===== src/rtl/idma_axis_stream_endpoint.sv =====
// Loopback AXI-Stream endpoint: beats written by the DMA are buffered in a FIFO and replayed
// to the DMA read port, in cut-through or store-and-forward packet mode, with status counters.
package idma_axis_stream_endpoint_pkg;
  typedef struct packed {
    logic [31:0] data;
    logic [3:0]  strb;
    logic [3:0]  keep;
    logic        last;
    logic [3:0]  id;
    logic [3:0]  dest;
    logic [3:0]  user;
  } axis_t_chan_t;

  typedef struct packed {
    axis_t_chan_t t;
    logic         tvalid;
  } axis_req_t;

  typedef struct packed {
    logic tready;
  } axis_rsp_t;
endpackage

module idma_axis_stream_endpoint #(
  parameter int unsigned Depth           = 16,
  parameter bit          StoreAndForward = 1'b0,
  parameter type         axis_req_t      = idma_axis_stream_endpoint_pkg::axis_req_t,
  parameter type         axis_t_chan_t   = idma_axis_stream_endpoint_pkg::axis_t_chan_t,
  parameter type         axis_rsp_t      = idma_axis_stream_endpoint_pkg::axis_rsp_t,
  parameter int unsigned CntWidth        = $clog2(Depth + 1)
) (
  input  logic                clk_i,
  input  logic                rst_i,
  input  logic                flush_i,
  input  axis_req_t           in_req_i,
  output axis_rsp_t           in_rsp_o,
  output axis_req_t           out_req_o,
  input  axis_rsp_t           out_rsp_i,
  output logic [CntWidth-1:0] fill_o,
  output logic [CntWidth-1:0] pkts_o,
  output logic [31:0]         rx_pkts_o,
  output logic [31:0]         tx_pkts_o
);

  localparam int unsigned         PtrW    = (Depth > 1) ? $clog2(Depth) : 1;
  localparam logic [CntWidth-1:0] FullCnt = CntWidth'(Depth);

  axis_t_chan_t        mem_q [Depth];
  axis_t_chan_t        head;
  logic [PtrW-1:0]     wptr_q, wptr_d, rptr_q, rptr_d;
  logic [CntWidth-1:0] fill_q, fill_d, pkts_q, pkts_d;
  logic [31:0]         rx_q, rx_d, tx_q, tx_d;
  logic                in_ready, out_valid;
  logic                push, pop, push_last, pop_last;

  assign head = mem_q[rptr_q];

  // tready looks only at registered occupancy: a pop cannot free a slot for a same-cycle push.
  assign in_ready = (fill_q != FullCnt) && !rst_i;

  // A full buffer with no tlast must drain anyway, or an oversize packet would deadlock.
  assign out_valid = (fill_q != '0) &&
                     (!StoreAndForward || (pkts_q != '0) || (fill_q == FullCnt));

  assign push      = in_req_i.tvalid && in_ready && !flush_i;
  assign pop       = out_valid && out_rsp_i.tready && !flush_i;
  assign push_last = push && in_req_i.t.last;
  assign pop_last  = pop && head.last;

  always_comb begin
    wptr_d = wptr_q;
    rptr_d = rptr_q;
    fill_d = fill_q;
    pkts_d = pkts_q;
    rx_d   = rx_q + 32'(push_last);
    tx_d   = tx_q + 32'(pop_last);
    if (flush_i) begin
      wptr_d = '0;
      rptr_d = '0;
      fill_d = '0;
      pkts_d = '0;
    end else begin
      if (push) wptr_d = wptr_q + PtrW'(1);
      if (pop)  rptr_d = rptr_q + PtrW'(1);
      case ({push, pop})
        2'b10:   fill_d = fill_q + CntWidth'(1);
        2'b01:   fill_d = fill_q - CntWidth'(1);
        default: fill_d = fill_q;
      endcase
      case ({push_last, pop_last})
        2'b10:   pkts_d = pkts_q + CntWidth'(1);
        2'b01:   pkts_d = pkts_q - CntWidth'(1);
        default: pkts_d = pkts_q;
      endcase
    end
  end

  always_ff @(posedge clk_i or posedge rst_i) begin
    if (rst_i) begin
      wptr_q <= '0;
      rptr_q <= '0;
      fill_q <= '0;
      pkts_q <= '0;
      rx_q   <= '0;
      tx_q   <= '0;
    end else begin
      wptr_q <= wptr_d;
      rptr_q <= rptr_d;
      fill_q <= fill_d;
      pkts_q <= pkts_d;
      rx_q   <= rx_d;
      tx_q   <= tx_d;
    end
  end

  // Storage carries no reset; occupancy alone decides what is valid.
  always_ff @(posedge clk_i) begin
    if (push) mem_q[wptr_q] <= in_req_i.t;
  end

  always_comb begin
    out_req_o        = '0;
    out_req_o.tvalid = out_valid;
    if (out_valid) out_req_o.t = head;
    in_rsp_o         = '0;
    in_rsp_o.tready  = in_ready;
  end

  assign fill_o    = fill_q;
  assign pkts_o    = pkts_q;
  assign rx_pkts_o = rx_q;
  assign tx_pkts_o = tx_q;

endmodule


===== config.mk =====
export PLATFORM = sky130hd
export DESIGN_NAME = idma_axis_stream_endpoint
export DESIGN_NICKNAME = d
export VERILOG_FILES = /design/src/rtl/idma_axis_stream_endpoint.sv
export SDC_FILE = /design/constraint.sdc
export NUM_CORES = 1
export LEC_CHECK = 0
export CORE_MARGIN = 2
export CORE_UTILIZATION = 40
export CTS_CLUSTER_DIAMETER = 200
export CTS_CLUSTER_SIZE = 12
export DETAILED_ROUTE_END_ITERATION = 8
export SLEW_MARGIN = 5
export SYNTH_ARGS = -nofsm -noshare
export SYNTH_HDL_FRONTEND = slang
export SYNTH_SLANG_ARGS = --single-unit

===== constraint.sdc =====
create_clock -name clk_i -period 6.2 [get_ports clk_i]
set_input_delay 1.24 -clock clk_i [delete_from_list [all_inputs] [get_ports clk_i]]
set_output_delay 1.24 -clock clk_i [all_outputs]
set_load 0.005 [all_outputs]

==> flow_summary.yaml, run 1 <==
status:
  status: "finished clean"
critical_path:
  r2r_cells: 13
  critPathKind: "reg -> out"
  crit_cells: 5
  path_buf_inv: 2
  critPathSlowestCell: "dfrtp_4"
  critPathMaxFanout: 46
  cpPeakStageDelay_ns: 0.94
  cpMostUsedCell: "mux4_2"
  cp_top_family: "buffers and inverters"
  cp_cell_sequence: "buf_4 -> mux4_2 -> mux4_2 -> nor2b_1 -> clkdlybuf4s50_1"
  cp-start-kind: "flip-flop"
  arrival_ns: 3.75
  endpoint_kind: "primary output"
  required_ns: 4.96
global_route:
  grt-ovfl-total: 0
  grt_usage_pct: 17.59
  grt_max_degree: 84
  grt_pass1_wl_um: 120200
  grt_antenna_before_repair: 9
  grt_pass1_vias: 17956
min_path:
  hp-class: "reg -> reg"
  whs_path_depth: 1
logic_synthesis:
  synthFlopType: "edfxtp_1"
  yosys_warnings: 0
  synth_cells: 1634
  yosysTopAreaCell: "edfxtp_1"
  async_flop_share_pct: 8.817
  synth.distinct_cells: 52
  synth.top_cell.area_share_pct: 70.44
  yosysSeqAreaShare_pct: 76.11
  syn_nets: 1707
  yosys-top-cells-area: "edfxtp_1, mux4_2, dfrtp_1"
  ys_ff_latch: 930
  netlist_area_mm2: 0.03615
  synth_edf_count: 848
  syn_avg_cell_area_um2: 22.12
power:
  power_density_mw_per_mm2: 340.9
  ir_worst_vdd_v: 0.0001814
  p_leak_nw: 13.10
finish:
  nets: 1953
  final_cells: 3070
  drive_above_1_share_pct: 23.13
  num_antenna_cells: 0
  syn_to_final_growth_pct: 16.75
timing:
  slew_violations: 0
  hold_violations: 0
  rsz0062_at_grt: "false"
  fin_crit_sh_pct: 80.52
  tightest_slew_ns: 1.187
  hold_ws_ns: 0.4734
  setup_viol: 0
  relSlewSlack_pct: 20.67
  tns_ns: 0
  finalClockSkew_ns: 0.01674
  timing.final.crit_period_ns: 4.992
  max_freq_mhz: 200.3
placement:
  placed_cells: 2967
  port-buffer-count: 186
  place_congestion: 0.7821
  hpwl_um: 43850
cts:
  cts_resized: 0
  clkSinkCount: 930
  postCtsHoldBufs: 0
  cts_tree: "done"
  post_cts_buffers: 0
  cts_buffers: 87
  clkLatencyLatePin_ns: 0.63
  cts_max_level: 3
  cts.root.buffer_cell: "clkbuf_16"
  cts.path.max_buffers: 3
  clk_pin_slew_ns: 0.06
floorplanning:
  rows: 110
  coreArea_mm2: 0.08974
  initial_core_util_pct: 40.29
  die_y_um: 304.6
  fp.dieW_um: 304.6
  ios: 187
  fp.dieArea_mm2: 0.09280
detailed_routing:
  drc: 0
  avgRoutedWirePerCell_um: 26.34
  vias: 16897
  drtAntennaViolNets: 0
  routed_wl_um: 80870
  drt_iter0_drc: 1308
  via_per_inst: 5.504
  dr.pass1.iters: 5
run:
  drv_cap: 0
power by group:
part | switching (mW) | total, mW | leakage (nW) | internal [mW]
registers | 0.143 | 7.07 | 8.75 | 6.92
clock network | 2.16 | 4.72 | 1.15 | 2.56
logic | 1.18 | 2.60 | 3.20 | 1.43
worst register-to-register path: stages, from the launching register on:
cell,delay (ns)
dfrtp_4,0.94
buf_12,0.40
mux4_2,0.34
o22ai_1,0.10
o22a_2,0.36
nor3_1,0.43
xor2_1,0.13
ha_1,0.24
or3_1,0.31
a21oi_1,0.16
nand2_1,0.08
nor3_2,0.14
o21ai_0,0.10
and3b_1,0.16
layer usage:
metal | vias to the layer above | global-route usage, % | routed length (um)
met1 | 9184 | 23.04 | 33370
met5 | - | 0 | 103
met3 | 135 | 3.310 | 3747
met2 | 362 | 30.40 | 42080
met4 | 18 | 4.283 | 1576
li1 | 7198 | - | -
Yosys cell counts, drive strengths merged, types with 9 or more instances:
cell / count
edfxtp: 848
mux4: 262
dfrtp: 82
nor2b: 55
xnor2: 50
nor2: 48
buf: 43
nand2: 37
clkbuf: 31
nand3: 25
xor2: 21
nand4: 18
nor3: 16
ha: 14
inv: 10
o21ai: 9
sequential cells by signal, summed over array words and instances, names as in the netlist:
name / flops
tx_pkts_o: 32
rptr_q: 4
fill_o: 5
wptr_q: 4
rx_pkts_o: 32
pkts_o: 5
mem_q: 848
logic make-up after synthesis:
group,share of synthesized area [%]
muxes,16.62
adders and majority gates,0.5399
buffers and inverters,1.007
and+or+nand+nor,3.354
AOI/OAI and AO/OA,0.6230
DFF,76.11
xor gates and xnor gates,1.741
layout by cell type, fill, tap and decap left out, types with 14 or more instances in the layout:
master / n
nor2_1: 35
xor2_1: 21
clkbuf_16: 89
clkdlybuf4s50_1: 186
nand2_1: 37
xnor2_1: 49
mux4_2: 262
nand4_1: 18
nor2b_1: 55
edfxtp_1: 848
dfrtp_1: 78
buf_4: 29
ha_1: 14
buf_12: 16
nand3_1: 25
path summary, 6_finish.rpt:
kind                                         startpoint                      end  slack (ns)
worst max-delay path              rptr_q[1]$_DFFE_PP0P_            out_req_o[53]        1.21
worst min-delay path            rx_pkts_o[31]$_DFF_PP0_  rx_pkts_o[31]$_DFF_PP0_        0.47
worst max register to register    rptr_q[1]$_DFFE_PP0P_    pkts_o[4]$_DFFE_PP0P_        2.22
worst min register to register  rx_pkts_o[31]$_DFF_PP0_  rx_pkts_o[31]$_DFF_PP0_        0.47
max in group asynchronous                         rst_i    rptr_q[0]$_DFFE_PP0P_        4.05
min in group asynchronous                         rst_i    pkts_o[3]$_DFFE_PP0P_        1.36
final cells by class:
cell class                      count  area [um2]
Fill cell                        7338       47530
Sequential cell                   930       27530
Multi-Input combinational cell    620        8414
Timing Repair Buffer              231        2400
Clock buffer                       97        2257
Tap cell                         1176        1471
Clock inverter                      6       95.09
Inverter                           10       38.79
metrics by stage:
stage          util [%]  area [um2]  setup WS, ns  power, mW
2_1_floorplan         -       36180       -0.6288      8.660
3_3_place_gp      44.41       39860         1.526      9.842
3_5_place_dp      44.41       39860         1.528      9.872
4_1_cts           47.04       42210         1.093      14.61
5_1_grt           47.04       42210        0.9966      14.97
6_report          47.04       42210         1.208      14.39
No activity file was read; power rests on OpenSTA's default activity.
==> run 2, diff against run 1 <==
- clock period: 6.2 -> 4.9 ns (I/O delays scaled with it)
==> run 2 against run 1 <==
Effect of this change:
- critical path type unchanged
- critical path depth unchanged
- sequential share of layout area down 0.19 points
- clock power up 27%
- sequential cell count unchanged
==> flow_summary.yaml, run 2 (synthesis results as in run 1) <==
timing:
  fin_crit_sh_pct: 90.96
  max_freq_mhz: 224.4
  setup_ws_ns: 0.4432
  rsz0062_at_grt: "false"
  tightest_slew_ns: 1.143
  finalClockSkew_ns: 0.01672
  relSlewSlack_pct: 23.82
  tns_ns: 0
  timing.final.crit_period_ns: 4.457
  hold_violations: 0
  setup_viol: 0
  slew_violations: 0
  hold_ws_ns: 0.4729
floorplanning:
  die_y_um: 304.6
  coreArea_mm2: 0.08974
  fp.dieArea_mm2: 0.09280
  fp.dieW_um: 304.6
  ios: 187
  rows: 110
  initial_core_util_pct: 40.29
detailed_routing:
  dr.pass1.iters: 5
  avgRoutedWirePerCell_um: 26.59
  drtAntennaViolNets: 0
  via_per_inst: 5.523
  drc: 0
  routed_wl_um: 81810
  vias: 16988
  drt_iter0_drc: 1344
placement:
  place_congestion: 0.7647
  port-buffer-count: 186
  place_area_mm2: 0.03997
  placed_cells: 2970
  place_ws_ns: 0.7026
  hpwl_um: 43560
status:
  status: "finished clean"
critical_path:
  required_ns: 3.92
  critPathKind: "reg -> out"
  cp-start-kind: "flip-flop"
  arrival_ns: 3.48
  critPathMaxFanout: 18
  endpoint_kind: "primary output"
finish:
  largest_reg_flops: 848
  num-fill-cells: 7314
  regMostFlops: "mem_q"
  final_common_cell: "edfxtp_1"
  final_cell_mix: "edfxtp_1, mux4_2, clkdlybuf4s50_1"
  regArea_mm2: 0.02753
  final_util_pct: 47.18
  postLayoutCellArea_mm2: 0.04233
  drive_above_1_share_pct: 23.18
  syn_to_final_growth_pct: 17.10
  nets: 1956
  final_cells: 3076
  multi_input_area_mm2: 0.008414
global_route:
  grt_antenna_before_repair: 7
  grt-ovfl-total: 0
  grt_pass1_wl_um: 120700
  grt_usage_pct: 17.75
  grt_pass1_vias: 17793
  grt_max_degree: 73
cts:
  cts_max_level: 3
  cts_tree: "done"
  cts.root.buffer_cell: "clkbuf_16"
  post_cts_buffers: 0
  cts.path.max_buffers: 3
  postCtsHoldBufs: 0
  cts_buffers: 87
  clkSinkCount: 930
  clkLatencyLatePin_ns: 0.63
  cts_resized: 0
  clk_pin_slew_ns: 0.06
run:
  drv_cap: 0
power:
  p_seq_share_pct: 48.8
  p_total_mw: 18.25
  power_density_mw_per_mm2: 431.1
  ir_worst_vdd_v: 0.0002627
  p_clk_share_pct: 32.8
  comb_power_share_pct: 18.4
  p_int_mw: 13.83
  p_leak_nw: 13.13
  p_sw_share_pct: 24.23
  p_switching_mw: 4.421
min_path:
  hp-class: "reg -> reg"
-- run 2: changes by cell type in the layout (fill, tap and decap cells not counted) --
cell	change
inv_6	-3
buf_4	-4
clkbuf_1	+2
buf_12	+7
clkinvlp_4	+1
clkinv_8	+1
clkinv_2	-1
inv_16	+2
clkinv_16	-1
diode_2	+2
-- run 2: final cells by class --
cell class              count  area share, %
repair buffers            234          5.929
inverters                  10        0.09754
flip-flops and latches    930          65.04
clock inverters             5         0.2246
well taps                1176          3.476
clock buffers              99          5.350
diodes                      2        0.01182
multi-input cells         620          19.88
-- run 2: metal layers --
metal	up-vias	global-route usage [%]	share of wire (%)
li1	7209	-	-
met5	-	0	0.056
met1	9266	23.38	42
met4	6	4.467	1.9
met3	98	2.823	4.5
met2	409	30.88	52
-- run 2: critical path, cell delays in order (launching register included) --
cell             delay, ns
dfrtp_4               0.71
buf_4                 0.37
mux4_2                0.55
mux4_2                0.47
nor2b_1               0.22
clkdlybuf4s50_1       0.49
-- run 2: worst paths after layout --
check | from | to | slack (ns) | cells after the start
hold reg to reg | rx_pkts_o[31]$_DFF_PP0_ | rx_pkts_o[31]$_DFF_PP0_ | 0.47 | 1
min in group asynchronous | rst_i | pkts_o[0]$_DFFE_PP0P_ | 0.71 | 2
setup / recovery | rptr_q[0]$_DFFE_PP0P_ | out_req_o[2] | 0.44 | 5
setup reg to reg | rptr_q[0]$_DFFE_PP0P_ | pkts_o[4]$_DFFE_PP0P_ | 1.25 | 13
hold / removal | rx_pkts_o[31]$_DFF_PP0_ | rx_pkts_o[31]$_DFF_PP0_ | 0.47 | 1
max in group asynchronous | rst_i | tx_pkts_o[23]$_DFF_PP0_ | 2.99 | 3
-- run 2: power groups by stage --
stage	combinational [mW]	clock [mW]	sequential [mW]
3_3_place_gp	3.45	0	9.07
6_report	3.37	5.98	8.90
2_1_floorplan	1.96	0	8.99
3_5_place_dp	3.47	0	9.07
5_1_grt	3.64	6.44	8.92
4_1_cts	3.48	6.15	8.91
==> RTL edit, RTL diff (config.mk and constraints of run 2) <==
Change the parameter `Depth` from 16 to 32.
--- a/src/rtl/idma_axis_stream_endpoint.sv
+++ b/src/rtl/idma_axis_stream_endpoint.sv
@@ -22,7 +22,7 @@
 endpackage
 
 module idma_axis_stream_endpoint #(
-  parameter int unsigned Depth           = 16,
+  parameter int unsigned Depth           = 32,
   parameter bit          StoreAndForward = 1'b0,
   parameter type         axis_req_t      = idma_axis_stream_endpoint_pkg::axis_req_t,
   parameter type         axis_t_chan_t   = idma_axis_stream_endpoint_pkg::axis_t_chan_t,
Ports: changed (resized fill_o and pkts_o); port bits go from 187 to 189. No check against the original RTL was run, so the function may have changed too.
==> RTL edit against run 2 <==
Non-clock buffer count grew 126. Cell area grew 90%. Synthesized area grew 92%. Worst setup slack lost 0.30 ns. Critical endpoint is now out_req_o[35]. First-iteration DRC count grew to 2.7 times the old value. Combinational power grew 67%. Register-to-register slack lost 0.48 ns. Wire length grew 120%. Sequential share of layout area grew 1.1 points. Total power grew 86%. Sequential cell count grew 852. Global-route usage grew 2.4 points.
==> RTL edit: results (changes against run 2) <==
| Metric | Value |
|---|---|
| Post-synth top cells | `1696 x edfxtp_1, 320 x mux2i_1, 215 x a21oi_1 (was 848 x edfxtp_1, 262 x mux4_2, 82 x dfrtp_1)` |
| CTS Buf Count | `166 (was 87)` |
| Post-Synthesis Cells | `3698 (was 1634)` |
| Compound-gate portion of the synthesized area | `5.48% (was 0.623%)` |
| Int Pwr | `0.0257 W (was 0.0138 W)` |
| First-pass GRT wire length | `257000 um (was 121000 um)` |
| Port Buffers | `188 (was 186)` |
| Clock Power | `0.0114 W (was 0.00598 W)` |
| Leakage | `24.5 nW (was 13.1 nW)` |
| Number of synthesized flops with an enable pin | `1696 (was 848)` |
| Register area share after synthesis | `76.4% (was 76.1%)` |
| Status | `finished clean (unchanged)` |
| Largest register FFs | `1696 (was 848)` |
| Worst slack at placement | `0.593 ns (was 0.703 ns)` |
| Mapped Nets | `3771 (was 1707)` |
| Area contributors post-synth | `edfxtp_1 73%, mux4_2 6.9%, mux2i_1 4.6%, dfrtp_1 3.1%, mux2_2 1.7% (was edfxtp_1 70%, mux4_2 16%, dfrtp_1 5.7%, xnor2_1 1.2%, nor2b_1 0.95%)` |
| Synth Area in XOR/XNOR | `0.984% (was 1.74%)` |
| H-tree depth | `4 (was 3)` |
| Placed Cells | `6134 (was 2970)` |
| FF-to-FF path depth | `12 (was 13)` |
| Hold Path Stages | `1 (unchanged)` |
| RR Startpoint | `rptr_q[2] (was rptr_q[0])` |
| Total track usage | `20.1% (was 17.7%)` |
| Dpl hpwl | `91100 um (was 43600 um)` |
| Setup Skew | `0.0387 ns (was 0.0167 ns)` |
| 1st-iter DRT viols | `3658 (was 1344)` |
| RePlAce Congestion | `0.746 (was 0.765)` |
| Arrival time of the worst setup path | `3.78 ns (was 3.48 ns)` |
| Mux share of post-synthesis cell area | `13.3% (was 16.6%)` |
| Adder-cell share of the synthesized area | `0.270% (was 0.540%)` |
| CP Max Fanout | `16 (was 18)` |
| Fill count | `14400 (was 7314)` |
| Max-slew headroom | `20.5% (was 23.8%)` |
| Flop2flop setup slack | `0.77 ns (was 1.25 ns)` |
| Layout net count | `4096 (was 1956)` |
| Worst-path clk slew | `0.06 ns (about the same)` |
| Vias/cell | `5.71 (was 5.52)` |
| Crit path to | `out_req_o[35] (was out_req_o[2])` |
| Fin cells | `6357 (was 3076)` |
| CP max stage delay | `0.53 ns (was 0.71 ns)` |
| FF-to-FF End | `tx_pkts_o[31] (was pkts_o[4])` |
| Tot Pwr | `0.0339 W (was 0.0182 W)` |
| Initial antenna violation count | `11 (was 7)` |
| WL final | `179000 um (was 81800 um)` |
| Clk Latency, worst-skew pair | `0.82 ns (was 0.63 ns)` |
| Ys async rst share | `4.83% (was 8.82%)` |
| Hold slack | `0.466 ns (was 0.473 ns)` |
## RTL edit: what timing repair did
action	CTS	global route
pin swaps	1	2
gates resized for setup	9	14
endpoints found under the setup margin	51	31
cloned	0	8
buffers inserted	15	8
## RTL edit: layout make-up
class                   instances  area share, %
flip-flops and latches       1782           66.1
multi-input cells            1699           19.6
clock buffers                 181           5.32
repair buffers                360           5.08
well taps                    2310           3.60
clock inverters                10          0.161
inverters                      14         0.0670
diodes                          1        0.00312
## RTL edit: per-stage QoR
| step | utilization, % | area (um^2) |
|---|---|---|
| finish | 46.6 | 80300 |
| global route | 46.6 | 80300 |
| CTS | 46.5 | 80000 |
| detailed placement | 43.8 | 75400 |
| global placement | 43.8 | 75400 |
| floorplan | - | 69400 |
## RTL edit: layer usage
layer  GRT usage (%)  wire, um  vias up
met3            3.53     11000      284
met2            32.5     86700     1187
li1                -         -    15600
met5               0        57        -
met4            6.26      4910       10
met1            27.8     76400    19200
